--- src/rtl/fetch_unit.sv ---
// Instruction fetch stage: owns the PC, issues synchronous imem reads, buffers
// returned words in a 2-entry queue and hands them to decode via valid/ready.
module fetch_unit #(
  parameter logic [31:0] RESET_PC = 32'h0000_0000,
  parameter logic [31:0] NOP_INSN = 32'h0000_0013
) (
  input  logic        clk,
  input  logic        reset,
  output logic        imem_req,
  output logic [31:0] imem_addr,
  input  logic [31:0] imem_rdata,
  output logic [31:0] instr,
  output logic [31:0] instr_pc,
  output logic        instr_valid,
  input  logic        instr_ready,
  input  logic        redirect,
  input  logic [31:0] redirect_target,
  input  logic        hlt,
  output logic        halted
);

  typedef enum logic {RUN, HALT} state_t;

  state_t      state, state_next;
  logic [31:0] pc_q, pend_pc_q;
  logic        pend_q, squash_q;
  logic [1:0]  count;
  logic [31:0] q_insn [2];
  logic [31:0] q_pc   [2];

  logic        pop, hlt_pop, redir, push, slot;
  logic [2:0]  occ;

  assign instr_valid = (count != 2'd0);
  assign instr       = instr_valid ? q_insn[0] : NOP_INSN;
  assign instr_pc    = instr_valid ? q_pc[0]   : 32'h0;
  assign imem_addr   = pc_q;
  assign halted      = (state == HALT);

  always_comb begin
    state_next = state;
    hlt_pop    = 1'b0;
    redir      = 1'b0;
    pop        = instr_valid & instr_ready;
    if (state == RUN) begin
      hlt_pop = hlt & pop;
      redir   = redirect & ~(hlt & pop);
      if (hlt & pop) state_next = HALT;
    end
    // occupancy the queue would reach if this cycle's request were issued
    occ      = {1'b0, count} + {2'b00, pend_q} - {2'b00, pop};
    imem_req = ~reset & (state == RUN) & ~redirect & ~hlt_pop & (occ < 3'd2);
    push     = pend_q & ~squash_q & (state == RUN) & ~redirect & ~hlt_pop;
    slot     = (count == 2'd2) | ((count == 2'd1) & ~pop);
  end

  always_ff @(posedge clk or posedge reset) begin
    if (reset) begin
      state     <= RUN;
      pc_q      <= RESET_PC;
      pend_q    <= 1'b0;
      pend_pc_q <= 32'h0;
      squash_q  <= 1'b0;
      count     <= 2'd0;
      q_insn[0] <= 32'h0;
      q_insn[1] <= 32'h0;
      q_pc[0]   <= 32'h0;
      q_pc[1]   <= 32'h0;
    end else begin
      state    <= state_next;
      pend_q   <= imem_req;
      squash_q <= squash_q | hlt_pop;
      if (imem_req) pend_pc_q <= pc_q;

      if (redir)         pc_q <= redirect_target & ~32'h3;
      else if (imem_req) pc_q <= pc_q + 32'd4;

      if (hlt_pop || redir) count <= 2'd0;
      else                  count <= count + {1'b0, push} - {1'b0, pop};

      if (pop) begin
        q_insn[0] <= q_insn[1];
        q_pc[0]   <= q_pc[1];
      end
      if (push) begin
        q_insn[slot] <= imem_rdata;
        q_pc[slot]   <= pend_pc_q;
      end
    end
  end

  // the issue rule must keep a push from ever landing on a full queue
  assert property (@(posedge clk) disable iff (reset) !(push && count == 2'd2 && !pop));

endmodule

--- config.mk ---
export PLATFORM = sky130hd
export DESIGN_NAME = fetch_unit
export DESIGN_NICKNAME = d
export VERILOG_FILES = /design/src/rtl/fetch_unit.sv
export SDC_FILE = /design/constraint.sdc
export NUM_CORES = 1
export LEC_CHECK = 0
export BUFFER_PORTS_ARGS = -buffer_cell sky130_fd_sc_hd__buf_4
export CORE_MARGIN = 5
export CORE_UTILIZATION = 55
export DETAILED_ROUTE_END_ITERATION = 7
export GPL_TIMING_DRIVEN = 0
export PLACE_DENSITY = 0.79
export SKIP_LAST_GASP = 1
export SLEW_MARGIN = 20
export SYNTH_ARGS = -nofsm -noshare
export SYNTH_HDL_FRONTEND = slang
export SYNTH_SLANG_ARGS = --single-unit
export TNS_END_PERCENT = 10
--- constraint.sdc ---
create_clock -name clk -period 11 [get_ports clk]
set_input_delay 0.55 -clock clk [delete_from_list [all_inputs] [get_ports clk]]
set_output_delay 0.55 -clock clk [all_outputs]
set_load 0.02 [all_outputs]
* Yosys cells after proc, flatten, opt, wreduce, memory -nomap -nowiden
Index checks and enable logic that the tools add are counted.
** Operators by class
- Muxes and demuxes :: 17
- Bitwise logic cells :: 22
- Equal/unequal tests :: 2
- $lt $le $gt $ge :: 3
- Reduce and logical (&&, ||, !) cells :: 4
- $add $sub $neg :: 5
** Operators by type and width (count)
- 2-to-1 mux 32 bit :: 7
- bitwise mux 64 bit :: 2
- 2-to-1 mux 64 bit :: 2
- adder 32 x 3 -> 32 bit, second input constant :: 1
- demux 32 bit (select 1 bit) :: 1
- bitwise AND 1 bit :: 12
- NOT 1 bit :: 7
- 2-to-1 mux 1 bit :: 4
- nonzero test 2 bit :: 2
- adder 2 x 1 -> 3 bit :: 1
- < comparator 3 x 2 -> 1 bit, second input constant :: 1
- subtractor 3 x 1 -> 3 bit :: 1
- adder 2 x 1 -> 2 bit :: 1
- equality test 2 x 1 -> 1 bit, second input constant :: 1
- equality test 2 bit, second input constant :: 1
- >= comparator 2 bit, second input constant :: 1
- < comparator 2 x 1 -> 1 bit, second input constant :: 1
- 2-to-1 mux 2 bit :: 1
- NOT 1 -> 2 bit :: 1
- bitwise OR 1 bit :: 2
- subtractor 2 x 1 -> 2 bit :: 1
- logical AND 1 bit :: 1
- logical OR 1 bit :: 1
** Storage, ports and cells
- Bits of input ports :: 69
- Output and inout port bits :: 99
- Word-level logic and storage cells :: 63
- Register bits after elaboration :: 197

* Depth between registers and ports, before layout
Gate-level depths: netlist (run 1).
- Word-level depth :: 12
- Gate-level depth with buffers :: 11

* Worst setup path after synthesis (run 1)
OpenSTA, ideal clock, no wires.
- Kind :: register to output
- Start point :: register count[1]
- End point :: output imem_req
- Data required time :: 10.450 ns
- Buffers on the path :: 2
- Slack :: 7.972 ns
- Data arrival time :: 2.478 ns
- Cell stages (with the launch flop) :: 10
- Cell sequence :: dfrtp_1 -> or2b_1 -> nor2_1 -> o21ai_0 -> fa_1 -> nor2b_1 -> nand4_1 -> clkinv_1 -> buf_2 -> buf_1
** On the way
- Word-level cells in the longest chain between the ends :: 7
- Elaborated cells between the ends (all ways) :: 10
- Classes of those cells :: add/sub (2); order compare (1); mux (1); bitwise (5); reduce/logical (1)
** Ends and longest elaborated chain
- start, declared :: RTL line 27 : logic [1:0] count;
- start signal, assigned :: RTL line 79 : else count <= count + {1'b0, push} - {1'b0, pop};
- parallel branches: the longest is 6 deep, another holds adder 2 x 1 -> 3 bit
- bitwise AND 1 bit (*) :: RTL line 52 : imem_req = ~reset & (state == RUN) & ~redirect & ~hlt_pop & (occ < 3'd2);
- end, declared :: RTL line 9 : output logic imem_req,
Every way passes the cells marked *.

* Worst setup path in the final report (run 1)
Same ends and word-level chain as after synthesis.

==> impl_metrics.tcl, run 1 <==
set metrics [dict create \
    synth_top_area_cell "dfrtp_1" \
    endpoint_kind "output port" \
    worstPathRequired_ns 10.45 \
    place_hpwl_um 15800 \
    worst_pin_slew_ns 0.677 \
    dp_cells 1293 \
    vdd_drop_max_mv 0.149 \
    final_nets 1165 \
    cts_tree "yes" \
    post_drt_wl_per_cell_um 17.1 \
    gp_congestion 0.884 \
    ys_ff_latch 191 \
    instances_no_fill 1325 \
    num_rows 47 \
    place_area_um2 10700 \
    place_ws_ns 7.27 \
    yosysSeqAreaShare_pct 52.2 \
    layout_setup_ws_ns 6.83 \
    drtIter0Drc 476 \
    synth_most_common_cell "nand2_1" \
    max_freq_mhz 240 \
    final_core_util_pct 68.5 \
    htreeDepth 4 \
    min_path_type "input port to asynchronous set/reset pin" \
    yosysUniqueCellTypes 63 \
    crit_fanout 11 \
    die_x_um 139 \
    synth-edff-count 0 \
    first_pass_iters 6 \
    async_reset_ff_share_pct 100 \
    antenna_cells 0 \
    cts_hold_buf 0 \
    power.density_nw_per_um2 226 \
    cts_sinks 191 \
    clk_pin_slew_ns 0.06 \
    grt_usage_pct 23.2 \
    drt-vias-per-instance 5.52 \
    post_cts_resized 0 \
    crit_type "register to output port" \
    run_status "complete, no violations" \
    die_h_um 139 \
    timing.setup.tns_ns 0 \
    grt_pass1_wl_um 36900 \
    finClkSkew_ns 0.00538 \
    synth_top_cell_area_share_pct 52.2 \
    dieArea_um2 19300 \
    max-clock-path-buffers 2 \
    max_cap_viol_count 0 \
    post-route-min-period_ns 4.17 \
    ioPinCount 168 \
    antenna_found_initial 0 \
    synth_area_um2 9160 \
    syn_avg_cell_area_um2 10.1 \
    grt_pass1_vias 7147 \
    cts_buffers 17 \
    synth_top_cells_by_count "235 x nand2_1, 191 x dfrtp_1, 84 x nor2_1" \
    initial_core_util_pct 55.6 \
    clk_latency_ns 0.43 \
    grt_max_degree 101 \
    whs_ns 0.228 \
    p_leak_nw 5.67 \
    grt_setup_unrepaired "no" \
    synth_area_leaders "dfrtp_1 52%, mux2_4 9.8%, nand2_1 9.6%, and2_1 4.4%, a31oi_1 4.3%" \
    wirelength_um 22600 \
    synth_cells 908 \
    core_um2 16500 \
    fin_crit_sh_pct 37.9 \
    drv_slew 0 \
    vias 7318 \
    timing_hold_violations_final 0 \
    antenna_left 0 \
    syn_to_final_growth_pct 23.1 \
    start_kind "register" \
    portBuffers 163 \
    grt_overflow 0 \
    setup_viol 0 \
    post_cts_buffers 0 \
    slew_headroom_pct 54.8 \
    total_power_mw 2.54 \
    drive_above_1_share_pct 27.0 \
    synth_warnings 0 \
    cp.arrival_ns 3.62 \
    final_cell_area_um2 11300 \
    cts-root-buf "clkbuf_16" \
    synth_ff_type "dfrtp_1" \
    remaining_drc_errors 0 \
]
==> cell families (layout without fill, tap and decap cells) <==
kind of cell    after synthesis  count (layout)  synth area share [%]
compound gates              117             117                  8.55
xor+xnor                      8               8                 0.765
fa+ha+maj                     4               4                 0.628
buf+inv                      70             266                  4.75
flops                       191             191                  52.2
mux                          65              65                  10.4
other cells                   1               2                0.0409
simple gates                452             452                  22.7
==> placed cells by master, fill, tap and decap left out, drive strengths merged, types with 4 or more instances in the layout <==
master	netlist	layout
nor3	8	8
o21ai	17	17
a221o	5	5
and3	6	6
buf	30	194
nand2	236	236
nand4	13	13
nand3	10	10
inv	10	11
nand2b	8	8
a31oi	63	63
nor2	84	84
or3	4	4
dfrtp	191	191
mux2	62	62
clkinv	1	5
xnor2	6	6
o211ai	6	6
clkbuf	29	51
and2	64	64
nor4	4	4
a21oi	5	5
==> worst max-delay path: stages, from the launching register on <==
cell and delay, ns:
dfrtp_1 0.54, or2b_1 0.28, nor2_1 0.17, o21ai_0 0.12, fa_1 0.49, nor2b_1 0.12, nand4_1 0.18, clkinv_1 0.25
buf_2 0.27, buf_1 0.50, buf_4 0.25
==> routing by layer <==
| metal | track usage (%) | part of all wire [%] | routed length (um) | vias up |
|---|---|---|---|---|
| met4 | 9.11 | 2.9 | 657 | 0 |
| met2 | 35.9 | 46 | 10300 | 314 |
| met3 | 4.21 | 6.8 | 1550 | 41 |
| met1 | 32.8 | 45 | 10100 | 3528 |
| li1 | - | - | - | 3435 |
| met5 | 0 | 0 | 0 | - |
==> power by group <==
part           internal (mW)  switching (mW)  leakage, nW
Combinational          0.372           0.459         2.91
Clock                  0.346           0.257        0.276
Sequential             0.906           0.203         2.49
==> flip-flops by register name, indices dropped and copies added, names as in the netlist <==
register and flops:
count 2, halted 1, imem_addr 30, pend_pc_q 30, pend_q 1, q_insn 64
q_pc 62, squash_q 1
==> layout make-up <==
cell class | instances | area, um^2
Fill cell | 1316 | 5190
Sequential cell | 191 | 4780
Multi-Input combinational cell | 648 | 3950
Timing Repair Buffer | 164 | 1250
Clock buffer | 22 | 464
Buffer | 59 | 394
Tap cell | 220 | 275
Clock inverter | 10 | 111
Inverter | 11 | 48.8
==> final timing paths <==
kind                                          start            end  slack [ns]  depth (start not counted)
worst max-delay path                       count[1]       imem_req        6.83                         10
worst min-delay path                          reset       q_pc[42]        0.23                          2
worst max register to register             count[1]   pend_pc_q[3]        7.80                         11
worst min register to register           q_insn[31]     q_insn[31]        0.51                          1
max in group asynchronous                     reset      q_insn[4]        9.89                          3
min in group clk                redirect_target[25]  imem_addr[25]        0.32                          3
Note: power is estimated with default switching activity, not from simulation.
==> run 2, diff against run 1 <==
ABC_AREA = 1   (was default)
CORE_UTILIZATION = 51   (was 55)
PLACE_DENSITY = 0.77   (was 0.79)
clock period = 3.6 ns   (was 11 ns; I/O delays follow)
==> run 2 against run 1 <==
- clock power rose to 3.2 times the previous value
- the run now ends with negative hold slack left
- via count rose by 20%
- clock-buffer cell count is 3 lower
- sequential power is 140% higher
- critical path type unchanged
- register-to-register slack got worse by 7.1 ns
- total power rose to 2.8 times the previous value
- critical endpoint unchanged
==> impl_metrics.tcl, run 2 <==
set metrics [dict create \
    dieArea_um2 21500 \
    synth_most_common_cell "nand2_1" \
    synth_cells 1265 \
    cts_tree "yes" \
    r2r_slack_ns 0.72 \
    min_path_type "input port to register" \
    yosysSeqAreaShare_pct 50.2 \
    fin_crit_sh_pct 94.0 \
    async_reset_ff_share_pct 100 \
    power.density_nw_per_um2 594 \
    wirelength_um 25900 \
    post_cts_buffers 0 \
    antenna_cells 0 \
    mostFrequentLayoutCells "391 x nand2_1, 190 x dfrtp_1, 182 x nor2_1" \
    start_kind "register" \
    htreeDepth 4 \
    worstHoldPathCells 3 \
    drt-vias-per-instance 5.05 \
    clk_pin_slew_ns 0.07 \
    core_um2 18600 \
    grt_overflow 0 \
    drtIter0Drc 585 \
    top_register "q_insn" \
    place_area_um2 11200 \
    final_nets 1570 \
    grt_max_degree 35 \
    crit_type "register to output port" \
    grt_pass1_wl_um 43000 \
    cts_buffers 17 \
    cp.arrival_ns 3.20 \
    grt_usage_pct 24.5 \
    dp_cells 1669 \
    antenna_left 0 \
    post-route-min-period_ns 3.38 \
    remaining_drc_errors 0 \
    max_freq_mhz 295 \
    place_ws_ns 0.575 \
    layout_setup_ws_ns 0.215 \
    synth_adder_area_share_pct 0.604 \
    top_regs "q_insn: 64 flops, q_pc: 62 flops" \
    crit_fanout 11 \
    synth_top_cell_area_share_pct 50.2 \
    synth_area_um2 9530 \
    final_core_util_pct 65.7 \
    cts_sinks 191 \
    antenna_found_initial 0 \
    final_cell_area_um2 12200 \
    r2r-end "imem_addr[12]" \
    post_drt_wl_per_cell_um 14.8 \
    reg2reg_depth 13 \
    die_h_um 147 \
    initial_core_util_pct 51.3 \
    synthMuxAreaShare_pct 0 \
    synthXorXnorAreaFrac_pct 0.368 \
    synth-edff-count 0 \
    gp_congestion 0.909 \
    synth_top_area_cell "dfrtp_1" \
    layout_commonest_cell "nand2_1" \
    cts-root-buf "clkbuf_16" \
    max-clock-path-buffers 2 \
    synth_top_cells_by_count "391 x nand2_1, 191 x dfrtp_1, 182 x nor2_1" \
    slew_headroom_pct 55.5 \
    setup_viol 0 \
    grt_pass1_vias 8543 \
    whs_ns -0.000467 \
    worst_pin_slew_ns 0.668 \
    clk_latency_ns 0.43 \
    ys_ff_latch 191 \
    syn_avg_cell_area_um2 7.53 \
    instances_no_fill 1744 \
    drv_slew 0 \
    p_leak_nw 6.48 \
    largest_reg_flops 64 \
    syn_to_final_growth_pct 28.0 \
    synth-compound-area-share_pct 10.1 \
    run_status "finished, violations left" \
    synth_top_family_by_area "simple AND/OR/NAND/NOR gates" \
    whs_endpoint "q_insn[25]" \
    min_from "imem_rdata[25]" \
    portBuffers 163 \
    violations "negative hold slack" \
    vias 8805 \
    die_x_um 147 \
    num_rows 50 \
    grt_setup_unrepaired "no" \
    finClkSkew_ns 0.0102 \
    vdd_drop_max_mv 0.381 \
    ioPinCount 168 \
    timing_hold_violations_final 1 \
    yosysUniqueCellTypes 34 \
    endpoint_kind "output port" \
    worstPathRequired_ns 3.42 \
    drive_above_1_share_pct 17.9 \
    max_cap_viol_count 0 \
    fill_cells 1559 \
    place_hpwl_um 18600 \
    first_pass_iters 5 \
    synth_area_leaders "dfrtp_1 50%, nand2_1 15%, nor2_1 7.2%, inv_1 6.9%, a31oi_1 4.0%" \
    r2r-start "count[1]" \
    synth_warnings 0 \
    synth_simple_gate_area_share_pct 27.4 \
    synth_ff_type "dfrtp_1" \
]
run 2: area by class of cell:
class / instances / area, um^2 / share of cell area, %
plain buffers: 63 / 405 / 3.32
clock buffers: 19 / 433 / 3.55
clock inverters: 13 / 163 / 1.33
inverters: 180 / 679 / 5.57
multi-input cells: 832 / 3670 / 30.1
flip-flops and latches: 191 / 4780 / 39.2
well taps: 234 / 293 / 2.40
repair buffers: 212 / 1770 / 14.5
run 2: per-stage QoR:
stage,total power [mW],TNS [ns]
floorplan,4.25,-18.62
global placement,5.27,-146.17
detailed placement,5.33,0
CTS,7.28,0
global route,7.67,0
finish,7.25,0
run 2: how the worst max path moves through the flow:
stage,from,end,depth (start not counted)
floorplan,reset,imem_addr[19],8
global placement,reset,imem_req,8
detailed placement,count[1],imem_req,12
CTS,count[1],imem_req,12
global route,count[0],imem_req,12
finish,count[1],imem_req,12
run 2: logic make-up after synthesis:
group,count (synthesis)
xor+xnor,4
compound gates,173
fa+ha+maj,4
buf+inv,243
simple gates,649
other cells,1
flops,191
run 2: critical path: stages, from the launching register on:
cell	delay, ns
dfrtp_2	0.47
nor2_4	0.09
nor2_8	0.13
inv_2	0.13
nor2_1	0.18
o21ai_0	0.13
fa_1	0.51
nand3_1	0.09
nor2_2	0.26
nor2b_1	0.21
buf_6	0.20
buf_6	0.21
buf_4	0.17
run 2: power breakdown:
group          internal (mW)  total [mW]  switching [mW]
Clock                   1.10        1.93           0.829
Sequential              2.47        2.66           0.191
Combinational           1.07        2.66            1.59
run 2: layer usage:
layer	share of wire (%)	GRT usage, %
met5	0	0
met4	1.9	7.48
met3	6.2	3.89
met2	47	40.1
met1	45	33.8
run 2: timing repair:
item / CTS / global route
endpoints found under the hold margin: 52 / 0
hold buffers: 43 / 0
setup endpoints to repair: 0 / 1
resized for setup: 0 / 1
